===== src/rtl/fp_unit_arbiter_if.sv =====
`default_nettype none
// ============================================================================
//  Module   : fp_unit_arbiter_if
//  Purpose  : Bundles the requester-side and FP-unit-side signals of the
//             shared FP unit arbiter.
//  Modports : master - surrounding system (requesters plus the FP unit)
//             slave  - the arbiter itself
//  Signals  : pipeEn, req, a_in, b_in     requester/pipeline -> arbiter
//             grant, resp_valid, resp_data arbiter -> requesters
//             fu_a, fu_b, fu_go, fu_pipeEn arbiter -> FP unit
//             fu_result, fu_rdy            FP unit -> arbiter
//             busy, err                    status
//  Revision : 1.0  initial release
// ============================================================================
interface fp_unit_arbiter_if #(
  parameter int NUM_REQ = 4
);
  logic                   pipeEn;
  logic [NUM_REQ-1:0]     req;
  logic [32*NUM_REQ-1:0]  a_in;
  logic [32*NUM_REQ-1:0]  b_in;
  logic [NUM_REQ-1:0]     grant;
  logic [NUM_REQ-1:0]     resp_valid;
  logic [31:0]            resp_data;
  logic [31:0]            fu_a;
  logic [31:0]            fu_b;
  logic                   fu_go;
  logic                   fu_pipeEn;
  logic [31:0]            fu_result;
  logic                   fu_rdy;
  logic                   busy;
  logic                   err;

  modport master (
    output pipeEn, req, a_in, b_in, fu_result, fu_rdy,
    input  grant, resp_valid, resp_data, fu_a, fu_b, fu_go, fu_pipeEn,
           busy, err
  );

  modport slave (
    input  pipeEn, req, a_in, b_in, fu_result, fu_rdy,
    output grant, resp_valid, resp_data, fu_a, fu_b, fu_go, fu_pipeEn,
           busy, err
  );
endinterface
`default_nettype wire


===== src/rtl/fp_unit_arbiter.sv =====
`default_nettype none
// ============================================================================
//  Module   : fp_unit_arbiter
//  Purpose  : Shares one pipelined single-precision FP unit between NUM_REQ
//             requesters. Round-robin arbitration issues at most one op per
//             enabled cycle; each issued op's requester ID is queued in an
//             in-order tag FIFO so every result returns to its originator.
//  Ports    : clk    - clock
//             rst_n  - asynchronous active-low reset
//             bus    - fp_unit_arbiter_if.slave (requests, grants, responses,
//                      FP unit operands/results, busy and sticky err)
//  Params   : NUM_REQ   number of requesters (2..8)
//             ID_W      requester ID width, clog2(NUM_REQ)
//             TAG_DEPTH max in-flight ops (power of 2)
//  Revision : 1.0  initial release
// ============================================================================
module fp_unit_arbiter #(
  parameter int NUM_REQ   = 4,
  parameter int ID_W      = 2,
  parameter int TAG_DEPTH = 16
) (
  input  logic             clk,
  input  logic             rst_n,
  fp_unit_arbiter_if.slave bus
);

  localparam int PTR_W = $clog2(TAG_DEPTH);
  localparam int CNT_W = PTR_W + 1;

  logic [ID_W-1:0]    rr_ptr;
  logic [ID_W-1:0]    tag_mem [TAG_DEPTH];
  logic [PTR_W-1:0]   wr_ptr;
  logic [PTR_W-1:0]   rd_ptr;
  logic [CNT_W-1:0]   tag_count;
  logic [ID_W-1:0]    head_tag;

  logic               fifo_full;
  logic               fifo_empty;
  logic               issue_ok;
  logic               grant_any;
  logic [ID_W-1:0]    grant_id;
  logic [NUM_REQ-1:0] grant_vec;
  logic               push;
  logic               pop_req;
  logic               pop;

  // Full uses the registered count only, so a pop in the same cycle does
  // not reopen issue until the next cycle.
  assign fifo_full  = (tag_count == CNT_W'(TAG_DEPTH));
  assign fifo_empty = (tag_count == '0);
  // rst_n gates the combinational grant so it reads 0 while in reset.
  assign issue_ok   = rst_n & bus.pipeEn & ~fifo_full;

  // Round-robin search starting one past the last granted requester.
  always_comb begin
    logic [ID_W-1:0] cand;
    grant_any = 1'b0;
    grant_id  = '0;
    grant_vec = '0;
    cand      = '0;
    for (int k = 1; k <= NUM_REQ; k++) begin
      cand = ID_W'((int'(rr_ptr) + k) % NUM_REQ);
      if (issue_ok && !grant_any && bus.req[cand]) begin
        grant_any = 1'b1;
        grant_id  = cand;
      end
    end
    if (grant_any) begin
      grant_vec[grant_id] = 1'b1;
    end
  end

  assign bus.grant     = grant_vec;
  assign bus.fu_pipeEn = bus.pipeEn;
  assign bus.busy      = bus.fu_go | ~fifo_empty;

  assign push     = grant_any;
  // A frozen rdy (pipeEn=0) is ignored so the same result is never taken twice.
  assign pop_req  = bus.fu_rdy & bus.pipeEn;
  assign pop      = pop_req & ~fifo_empty;
  assign head_tag = tag_mem[rd_ptr];

  // Tag storage needs no reset; the pointers and count define its contents.
  always_ff @(posedge clk) begin
    if (push) begin
      tag_mem[wr_ptr] <= grant_id;
    end
  end

  always_ff @(posedge clk or negedge rst_n) begin
    if (!rst_n) begin
      rr_ptr         <= ID_W'(NUM_REQ - 1);
      wr_ptr         <= '0;
      rd_ptr         <= '0;
      tag_count      <= '0;
      bus.fu_go      <= 1'b0;
      bus.fu_a       <= '0;
      bus.fu_b       <= '0;
      bus.resp_valid <= '0;
      bus.resp_data  <= '0;
      bus.err        <= 1'b0;
    end else begin
      // Issue register: held while the pipeline is frozen so the unit,
      // which only samples with ce high, sees each op exactly once.
      if (bus.pipeEn) begin
        bus.fu_go <= grant_any;
        if (grant_any) begin
          bus.fu_a <= bus.a_in[32*int'(grant_id) +: 32];
          bus.fu_b <= bus.b_in[32*int'(grant_id) +: 32];
        end
      end

      if (grant_any) begin
        rr_ptr <= grant_id;
      end

      if (push) begin
        wr_ptr <= wr_ptr + PTR_W'(1);
      end
      if (pop) begin
        rd_ptr <= rd_ptr + PTR_W'(1);
      end
      unique case ({push, pop})
        2'b10:   tag_count <= tag_count + CNT_W'(1);
        2'b01:   tag_count <= tag_count - CNT_W'(1);
        default: tag_count <= tag_count;
      endcase

      if (pop) begin
        bus.resp_valid <= NUM_REQ'(1) << head_tag;
        bus.resp_data  <= bus.fu_result;
      end else begin
        bus.resp_valid <= '0;
      end

      // A result with no outstanding tag cannot be routed; flag it.
      if (pop_req && fifo_empty) begin
        bus.err <= 1'b1;
      end
    end
  end

endmodule
`default_nettype wire

===== src/flat_wrapper.sv =====
// flat-port wrapper written by rule: the top's interface ports become plain ports
module fp_unit_arbiter_flat 
#(
  parameter int NUM_REQ   = 4,
  parameter int ID_W      = 2,
  parameter int TAG_DEPTH = 16
)
  (clk, rst_n, bus_pipeEn, bus_req, bus_a_in, bus_b_in, bus_fu_result, bus_fu_rdy, bus_grant, bus_resp_valid, bus_resp_data, bus_fu_a, bus_fu_b, bus_fu_go, bus_fu_pipeEn, bus_busy, bus_err);
  fp_unit_arbiter_if #(.NUM_REQ(NUM_REQ)) bus_i ();
  input  logic clk;
  input  logic rst_n;
  input wire logic [$bits(bus_i.pipeEn)-1:0] bus_pipeEn;
  input wire logic [$bits(bus_i.req)-1:0] bus_req;
  input wire logic [$bits(bus_i.a_in)-1:0] bus_a_in;
  input wire logic [$bits(bus_i.b_in)-1:0] bus_b_in;
  input wire logic [$bits(bus_i.fu_result)-1:0] bus_fu_result;
  input wire logic [$bits(bus_i.fu_rdy)-1:0] bus_fu_rdy;
  output wire logic [$bits(bus_i.grant)-1:0] bus_grant;
  output wire logic [$bits(bus_i.resp_valid)-1:0] bus_resp_valid;
  output wire logic [$bits(bus_i.resp_data)-1:0] bus_resp_data;
  output wire logic [$bits(bus_i.fu_a)-1:0] bus_fu_a;
  output wire logic [$bits(bus_i.fu_b)-1:0] bus_fu_b;
  output wire logic [$bits(bus_i.fu_go)-1:0] bus_fu_go;
  output wire logic [$bits(bus_i.fu_pipeEn)-1:0] bus_fu_pipeEn;
  output wire logic [$bits(bus_i.busy)-1:0] bus_busy;
  output wire logic [$bits(bus_i.err)-1:0] bus_err;
  assign bus_i.pipeEn = bus_pipeEn;
  assign bus_i.req = bus_req;
  assign bus_i.a_in = bus_a_in;
  assign bus_i.b_in = bus_b_in;
  assign bus_i.fu_result = bus_fu_result;
  assign bus_i.fu_rdy = bus_fu_rdy;
  assign bus_grant = bus_i.grant;
  assign bus_resp_valid = bus_i.resp_valid;
  assign bus_resp_data = bus_i.resp_data;
  assign bus_fu_a = bus_i.fu_a;
  assign bus_fu_b = bus_i.fu_b;
  assign bus_fu_go = bus_i.fu_go;
  assign bus_fu_pipeEn = bus_i.fu_pipeEn;
  assign bus_busy = bus_i.busy;
  assign bus_err = bus_i.err;
  fp_unit_arbiter #(.NUM_REQ(NUM_REQ), .ID_W(ID_W), .TAG_DEPTH(TAG_DEPTH)) u_core (.clk(clk), .rst_n(rst_n), .bus(bus_i));
endmodule

===== config.mk =====
export PLATFORM = sky130hd
export DESIGN_NAME = fp_unit_arbiter_flat
export DESIGN_NICKNAME = d
export VERILOG_FILES = /design/src/rtl/fp_unit_arbiter_if.sv /design/src/rtl/fp_unit_arbiter.sv /design/src/flat_wrapper.sv
export SDC_FILE = /design/constraint.sdc
export NUM_CORES = 1
export LEC_CHECK = 0
export CORE_ASPECT_RATIO = 2
export CORE_MARGIN = 1
export CORE_UTILIZATION = 30
export CTS_CLUSTER_SIZE = 8
export DETAILED_ROUTE_END_ITERATION = 6
export PLACE_DENSITY = 0.69
export SYNTH_ARGS = -nofsm -noshare
export SYNTH_HDL_FRONTEND = slang
export SYNTH_SLANG_ARGS = --single-unit

===== constraint.sdc =====
create_clock -name clk -period 7.5 [get_ports clk]
set_input_delay 1.5 -clock clk [delete_from_list [all_inputs] [get_ports clk]]
set_output_delay 1.5 -clock clk [all_outputs]
set_load 0.02 [all_outputs]

* Yosys cells after proc, flatten, opt, wreduce, memory -nomap -nowiden
Memories as Yosys holds them, arrays and structs flattened.
Cells that the tools add are included.
** Operators by class
- $add $sub $neg :: 8
- Order comparisons :: 6
- Equal/unequal tests :: 3
- Shift-type cells :: 3
- Mux-type cells :: 23
- Bitwise logic cells :: 7
- Reductions and logical operators :: 15
** Operator list (number)
- 128-bit by 8-bit variable part select with 32-bit output :: 2
- 2-bit by 3-bit less-than comparator with 1-bit output, second input constant :: 5
- 1-bit 2-to-1 mux :: 11
- 5-bit one-hot mux with 2 select lines :: 1
- 1-bit logical AND :: 9
- 4-bit by 1-bit adder with 4-bit output, second input constant :: 2
- 1-bit binary-select mux with 2-bit select :: 4
- 2-bit 2-to-1 mux :: 4
- 4-bit 2-to-1 mux :: 2
- 5-bit by 1-bit adder with 5-bit output, second input constant :: 1
- 5-bit == test, second input constant :: 1
- 5-bit logical NOT :: 1
- 5-bit by 1-bit subtractor with 5-bit output, second input constant :: 1
- 2-bit by 1-bit adder with 2-bit output, second input constant :: 2
- 2-bit adder, second input constant :: 2
- 1-bit bitwise AND :: 4
- 1-bit by 2-bit << shifter with 4-bit output, first input constant :: 1
- 1-bit logical NOT :: 3
- 1-bit demux with 2-bit select :: 1
- 2-bit by 1-bit == test with 1-bit output, second input constant :: 1
- 2-bit == test, second input constant :: 1
- 2-bit by 1-bit greater-or-equal comparator with 1-bit output, second input constant :: 1
- 1-bit inverter :: 2
- 2-bit AND reduction :: 1
- other kinds (2) :: 2
** Word-level totals
- Register bits :: 117
- RAM bits :: 32
- Input bits :: 296
- Word-level logic and storage cells :: 76
- Memories kept :: 1
** Memory list
- u_core.tag_mem :: depth 16, width 2, rd ports 1, clocked after memory_dff 0, write ports 1, RTL line fp_unit_arbiter.sv:31 : logic [ID_W-1:0] tag_mem [TAG_DEPTH];

* Depth between registers and ports, before layout
- Word-level depth :: 22
- Gate-level depth with buffers :: 17
- Depth with buffers taken out :: 13

* Worst setup path after synthesis
Ideal clock, no wire load.
- Kind :: input to output
- Start :: input port rst_n
- End :: output port bus_grant[0]
- Arrival time :: 2847 ps
- Data required time :: 6000 ps
- Path slack :: 3153 ps
- Stages on the path :: 8
- Buffers on the path :: 2
- Cells stage by stage :: nand2_1 a21o_1 a21oi_1 inv_1 a31oi_1 buf_2 buf_2 and2_1
** On the way
- Longest elaborated chain between the ends :: 21
** RTL lines
- start, declared :: RTL line flat_wrapper.sv:11 : input logic rst_n;
- 1-bit bitwise AND * (2 in a row) :: RTL line fp_unit_arbiter.sv:52 : assign issue_ok = rst_n & bus.pipeEn & ~fifo_full;
- 1-bit logical AND :: RTL line fp_unit_arbiter.sv:63 : if (issue_ok && !grant_any && bus.req[cand]) begin
- 1-bit 2-to-1 mux :: RTL line fp_unit_arbiter.sv:63
- 1-bit logical NOT :: RTL line fp_unit_arbiter.sv:63
- 1-bit logical AND (2 in a row) :: RTL line fp_unit_arbiter.sv:63
- 1-bit 2-to-1 mux :: RTL line fp_unit_arbiter.sv:63
- 1-bit logical NOT :: RTL line fp_unit_arbiter.sv:63
- 1-bit logical AND (2 in a row) :: RTL line fp_unit_arbiter.sv:63
- 1-bit 2-to-1 mux :: RTL line fp_unit_arbiter.sv:63
- 1-bit logical NOT :: RTL line fp_unit_arbiter.sv:63
- 1-bit logical AND (2 in a row) :: RTL line fp_unit_arbiter.sv:63
- 2-bit 2-to-1 mux :: RTL line fp_unit_arbiter.sv:63
- 2-bit by 3-bit less-than comparator with 1-bit output (not written as such) or 2-bit by 1-bit greater-or-equal comparator with 1-bit output (tied branches) :: RTL line fp_unit_arbiter.sv:69 : grant_vec[grant_id] = 1'b1;
- 1-bit logical AND (not written as such) :: RTL line fp_unit_arbiter.sv:69
- 1-bit 2-to-1 mux (not written as such) :: RTL line fp_unit_arbiter.sv:69
- 1-bit demux with 2-bit select
- 4-bit 2-to-1 mux * :: RTL line fp_unit_arbiter.sv:68 : if (grant_any) begin
- end, declared :: RTL line flat_wrapper.sv:18 : output wire logic [$bits(bus_i.grant)-1:0] bus_grant;
Mark *: on every way between the ends. The rest lies on a longest branch, timed or not.

* Final worst setup path
- Start :: input port bus_req[3]
- End :: output port bus_grant[1]
** On the way
- Longest elaborated chain between the ends :: 21
** RTL lines
- start, declared :: RTL line flat_wrapper.sv:13 : input wire logic [$bits(bus_i.req)-1:0] bus_req;
- 1-bit binary-select mux with 2-bit select :: RTL line fp_unit_arbiter.sv:63
- 1-bit 2-to-1 mux (not written as such) :: RTL line fp_unit_arbiter.sv:63
- 1-bit logical AND :: RTL line fp_unit_arbiter.sv:63
- 1-bit 2-to-1 mux :: RTL line fp_unit_arbiter.sv:63
- 1-bit logical NOT :: RTL line fp_unit_arbiter.sv:63
- 1-bit logical AND (2 in a row) :: RTL line fp_unit_arbiter.sv:63
- 1-bit 2-to-1 mux :: RTL line fp_unit_arbiter.sv:63
- 1-bit logical NOT :: RTL line fp_unit_arbiter.sv:63
- (+4 left out)
- 1-bit logical AND (2 in a row) :: RTL line fp_unit_arbiter.sv:63
- 2-bit 2-to-1 mux * :: RTL line fp_unit_arbiter.sv:63
- via u_core.grant_id[1] :: RTL line fp_unit_arbiter.sv:41 : logic [ID_W-1:0] grant_id;
- 2-bit by 3-bit less-than comparator with 1-bit output (not written as such) or 2-bit by 1-bit greater-or-equal comparator with 1-bit output (tied branches) :: RTL line fp_unit_arbiter.sv:69
- 1-bit logical AND (not written as such) :: RTL line fp_unit_arbiter.sv:69
- 1-bit 2-to-1 mux (not written as such) :: RTL line fp_unit_arbiter.sv:69
- 1-bit demux with 2-bit select *
- 4-bit 2-to-1 mux * :: RTL line fp_unit_arbiter.sv:68
The timed path passes the listed nets; every way through them passes the cells marked *. The select of a mux whose other input is x is not followed.

==> reports/qor.yml <==
setup_path:
  start_kind: "primary input"
  crit_family: "buffers and inverters"
  crit_fanout: 22
  worst-path-buf-inv: 4
  crit_type: "primary input to output pin"
  max_stage_delay_ns: 0.58
  crit_chain: "clkdlybuf4s50_1, nor2_1, a31oi_1, nand4_1, buf_4, inv_1, nor2_1, clkdlybuf4s50_1"
  required_ns: 6.00
  reg2regPathDepth: 13
  crit_path_top_delay_cell: "clkdlybuf4s50_1"
  crit_cells: 8
  arrival_ns: 4.00
  crit_path_end_kind: "output pin"
floorplanning:
  die_width_um: 120
  start_util: 0.307
  floorplan.core_area_sq_um: 27000
  die_h_um: 237
  die_area_sq_um: 28400
  ios: 404
  fp-row-count: 85
pwr:
  ir_drop_mv: 0.160
  leakage_nw: 5.20
  powerDensity_nw_per_um2: 301
  finalPower_w: 0.00396
grt:
  grt_max_degree: 91
  grt_overflow_total: 0
  grt_util_all_layers: 0.222
  grt_antenna_before_repair: 0
  grt_pass1_wl_mm: 47.2
  grt_pass1_vias: 8304
detailed_routing:
  viasPerCell: 5.11
  wl_per_cell_um: 19.8
  vias: 7947
  dr.pass1.iters: 5
  drcViolationCount: 0
  drt_wl_total_mm: 30.9
  ant_nets: 0
  drtIter0Drc: 412
sta:
  hold_viol_final: 0
  fin_skew_ns: 0.00997
  worstMarginPinSlew_ns: 0.967
  max_slew_margin: 0.355
  rsz0062_at_grt: "false"
  fin_crit_ns: 5.50
  finalSetupViolations: 0
  max_freq_mhz: 182
  tns_ns: 0
  drv_slew: 0
  period_share: 0.733
finish:
  diodes: 0
  drive_gt1_frac: 0.104
  final_nets: 1499
  final_area_sq_um: 13100
  area_delta_synth_final_pct: 58.3
  fillers: 2564
  finalCoreUtilization: 0.487
  stdcell_count: 1555
clocking:
  path_clk_slew_ns: 0.06
  cts_resized: 0
  post_cts_buffers: 0
  cts_sinks: 149
  clockBufferDepth: 2
  hold_buffers: 0
  cts.htree.levels: 4
  numCtsBuffers: 17
  root_buffer: "clkbuf_16"
  clk_latency_ns: 0.44
  cts_tree: "yes"
run_status:
  status: "complete, no violations"
logic_synthesis:
  synth_compound_area_frac: 0.256
  yosys_warnings: 0
  async_flop_share: 0.785
  synth_top_family_by_area: "compound AO/OA/AOI/OAI gates"
  synthAdderAreaFrac: 0.0136
  synth_edf_count: 32
  synth.avg_cell_area_sq_um: 9.98
  synth_area_sq_um: 8300
  synth_xor_area_frac: 0.0137
  synth.distinct_cells: 42
  synth_flop_cell: "dfrtp_1"
  ys_ff_latch: 149
  synth.net_count: 1137
  synth_cells: 832
  ys_seq_area_frac: 0.469
  yosys.area_share.simple: 0.170
  muxShareOfSynthArea: 0.0285
worst_hold_path:
  whs_path_depth: 1
  hp-class: "register to register"
place:
  placed_cells: 1523
  portBuffers: 403
  place_hpwl_mm: 22.3
  place_area_sq_um: 12500
  gp_congestion: 0.893
job:
  max-cap-violations: 0
layout make-up:
cell class / instances / area [sq um] / area share
timing repair buffer: 415 / 4120 / 0.314
multi-input combinational: 603 / 4040 / 0.307
sequential: 149 / 3890 / 0.296
tap: 348 / 435 / 0.0331
clock buffer: 17 / 425 / 0.0324
clock inverter: 15 / 205 / 0.0156
inverter: 8 / 30.0 / 0.00228
worst reg2reg max path: stages (launching register included):
cell,delay (ns)
dfrtp_1,0.48
nor4_4,0.39
nor2b_1,0.25
or2_2,0.61
inv_1,0.14
ha_1,0.37
xor2_1,0.22
ha_1,0.24
o21a_1,0.17
o21ai_0,0.15
o21bai_1,0.10
xnor2_1,0.13
nor2_1,0.16
xor2_1,0.18
synthesized netlist by cell type, types with 4 or more instances:
cell        n  area share
xnor2_1     8      0.0084
mux4_2     10       0.027
a311oi_1    4      0.0042
buf_1       5      0.0023
nand2b_1    4      0.0030
nor2_1     86       0.039
inv_1       7      0.0032
a21o_1     66       0.060
dfrtp_1   115        0.35
buf_2      34       0.020
buf_6       7      0.0095
ha_1        9       0.014
a311oi_2   60        0.11
clkbuf_1   23       0.010
a21oi_1     6      0.0036
nor3_1      5      0.0030
edfxtp_1   32        0.12
xor2_1      5      0.0053
nand2_1   246        0.11
a221oi_1   64       0.068
o21ai_0     7      0.0042
metal layers:
layer	wire length (um)	track usage	vias up
met5	0	0	-
met1	10900	0.234	3793
met4	1320	0.106	0
met2	16600	0.402	353
li1	-	-	3739
met3	2070	0.0576	62
sequential cells by signal, summed over array words and instances, names as in the netlist:
name	cells
u_core.rd_ptr	4
u_core.bus.fu_a	32
u_core.wr_ptr	4
u_core.bus.err	1
u_core.bus.fu_b	32
u_core.bus.resp_valid	4
u_core.bus.resp_data	32
u_core.rr_ptr	2
u_core.tag_mem	32
u_core.tag_count	5
u_core.bus.fu_go	1
power by group:
group	internal [W]	total, W	switching (W)
clock network	0.000560	0.000923	0.000364
registers	0.00110	0.00131	0.000211
logic	0.000847	0.00173	0.000883
total	0.00250	0.00396	0.00146
final timing paths:
| path | from | to | slack [ns] |
|---|---|---|---|
| max reg2reg | u_core.tag_count[2] | u_core.tag_count[4] | 3.85 |
| min | u_core.bus.err | u_core.bus.err | 0.47 |
| max in group asynchronous | rst_n | u_core.bus.resp_data[12] | 5.63 |
| max | bus_req[3] | bus_grant[1] | 2.00 |
| min reg2reg | u_core.bus.err | u_core.bus.err | 0.47 |
| min in group asynchronous | rst_n | u_core.bus.fu_b[7] | 1.29 |
cells in the final DEF, fill, tap and decap left out, types with 3 or more instances in the layout:
master           synthesis  layout
edfxtp_1                32      32
nor2_1                  86      86
clkinv_4                 0       3
nand2b_1                 4       4
a21oi_1                  6       5
mux4_2                  10      10
clkbuf_16                0      17
clkdlybuf4s50_1          0     402
ha_1                     9       9
a221oi_1                64      64
a311oi_1                 4       4
nor3_1                   5       5
a21o_1                  66      66
nand2_1                246     246
buf_4                    3      13
a311oi_2                60      60
xnor2_1                  8       8
xor2_1                   5       5
bufinv_16                0       4
nand4_1                  3       3
o21ai_0                  7       7
dfrtp_1                115     115
inv_1                    7       7
clkinvlp_4               0       3
logic make-up (layout without fill, tap and decap cells):
kind of cell               count (synthesis)  count (layout)
DFF                                      149             149
AOI/OAI and AO/OA                        216             216
xor gates and xnor gates                  13              13
and+or+nand+nor                          354             354
muxes                                     11              11
buffers and inverters                     80             455
adders and majority gates                  9               9
per-stage QoR:
| step | hold WS, ns | setup slack (ns) |
|---|---|---|
| floorplan | 0.469 | 3.15 |
| finish | 0.472 | 2.00 |
| detailed placement | 0.460 | 1.97 |
| global route | 0.490 | 1.79 |
| global placement | 0.457 | 1.98 |
| CTS | 0.474 | 1.96 |
No activity file was read; power rests on OpenSTA's default activity.
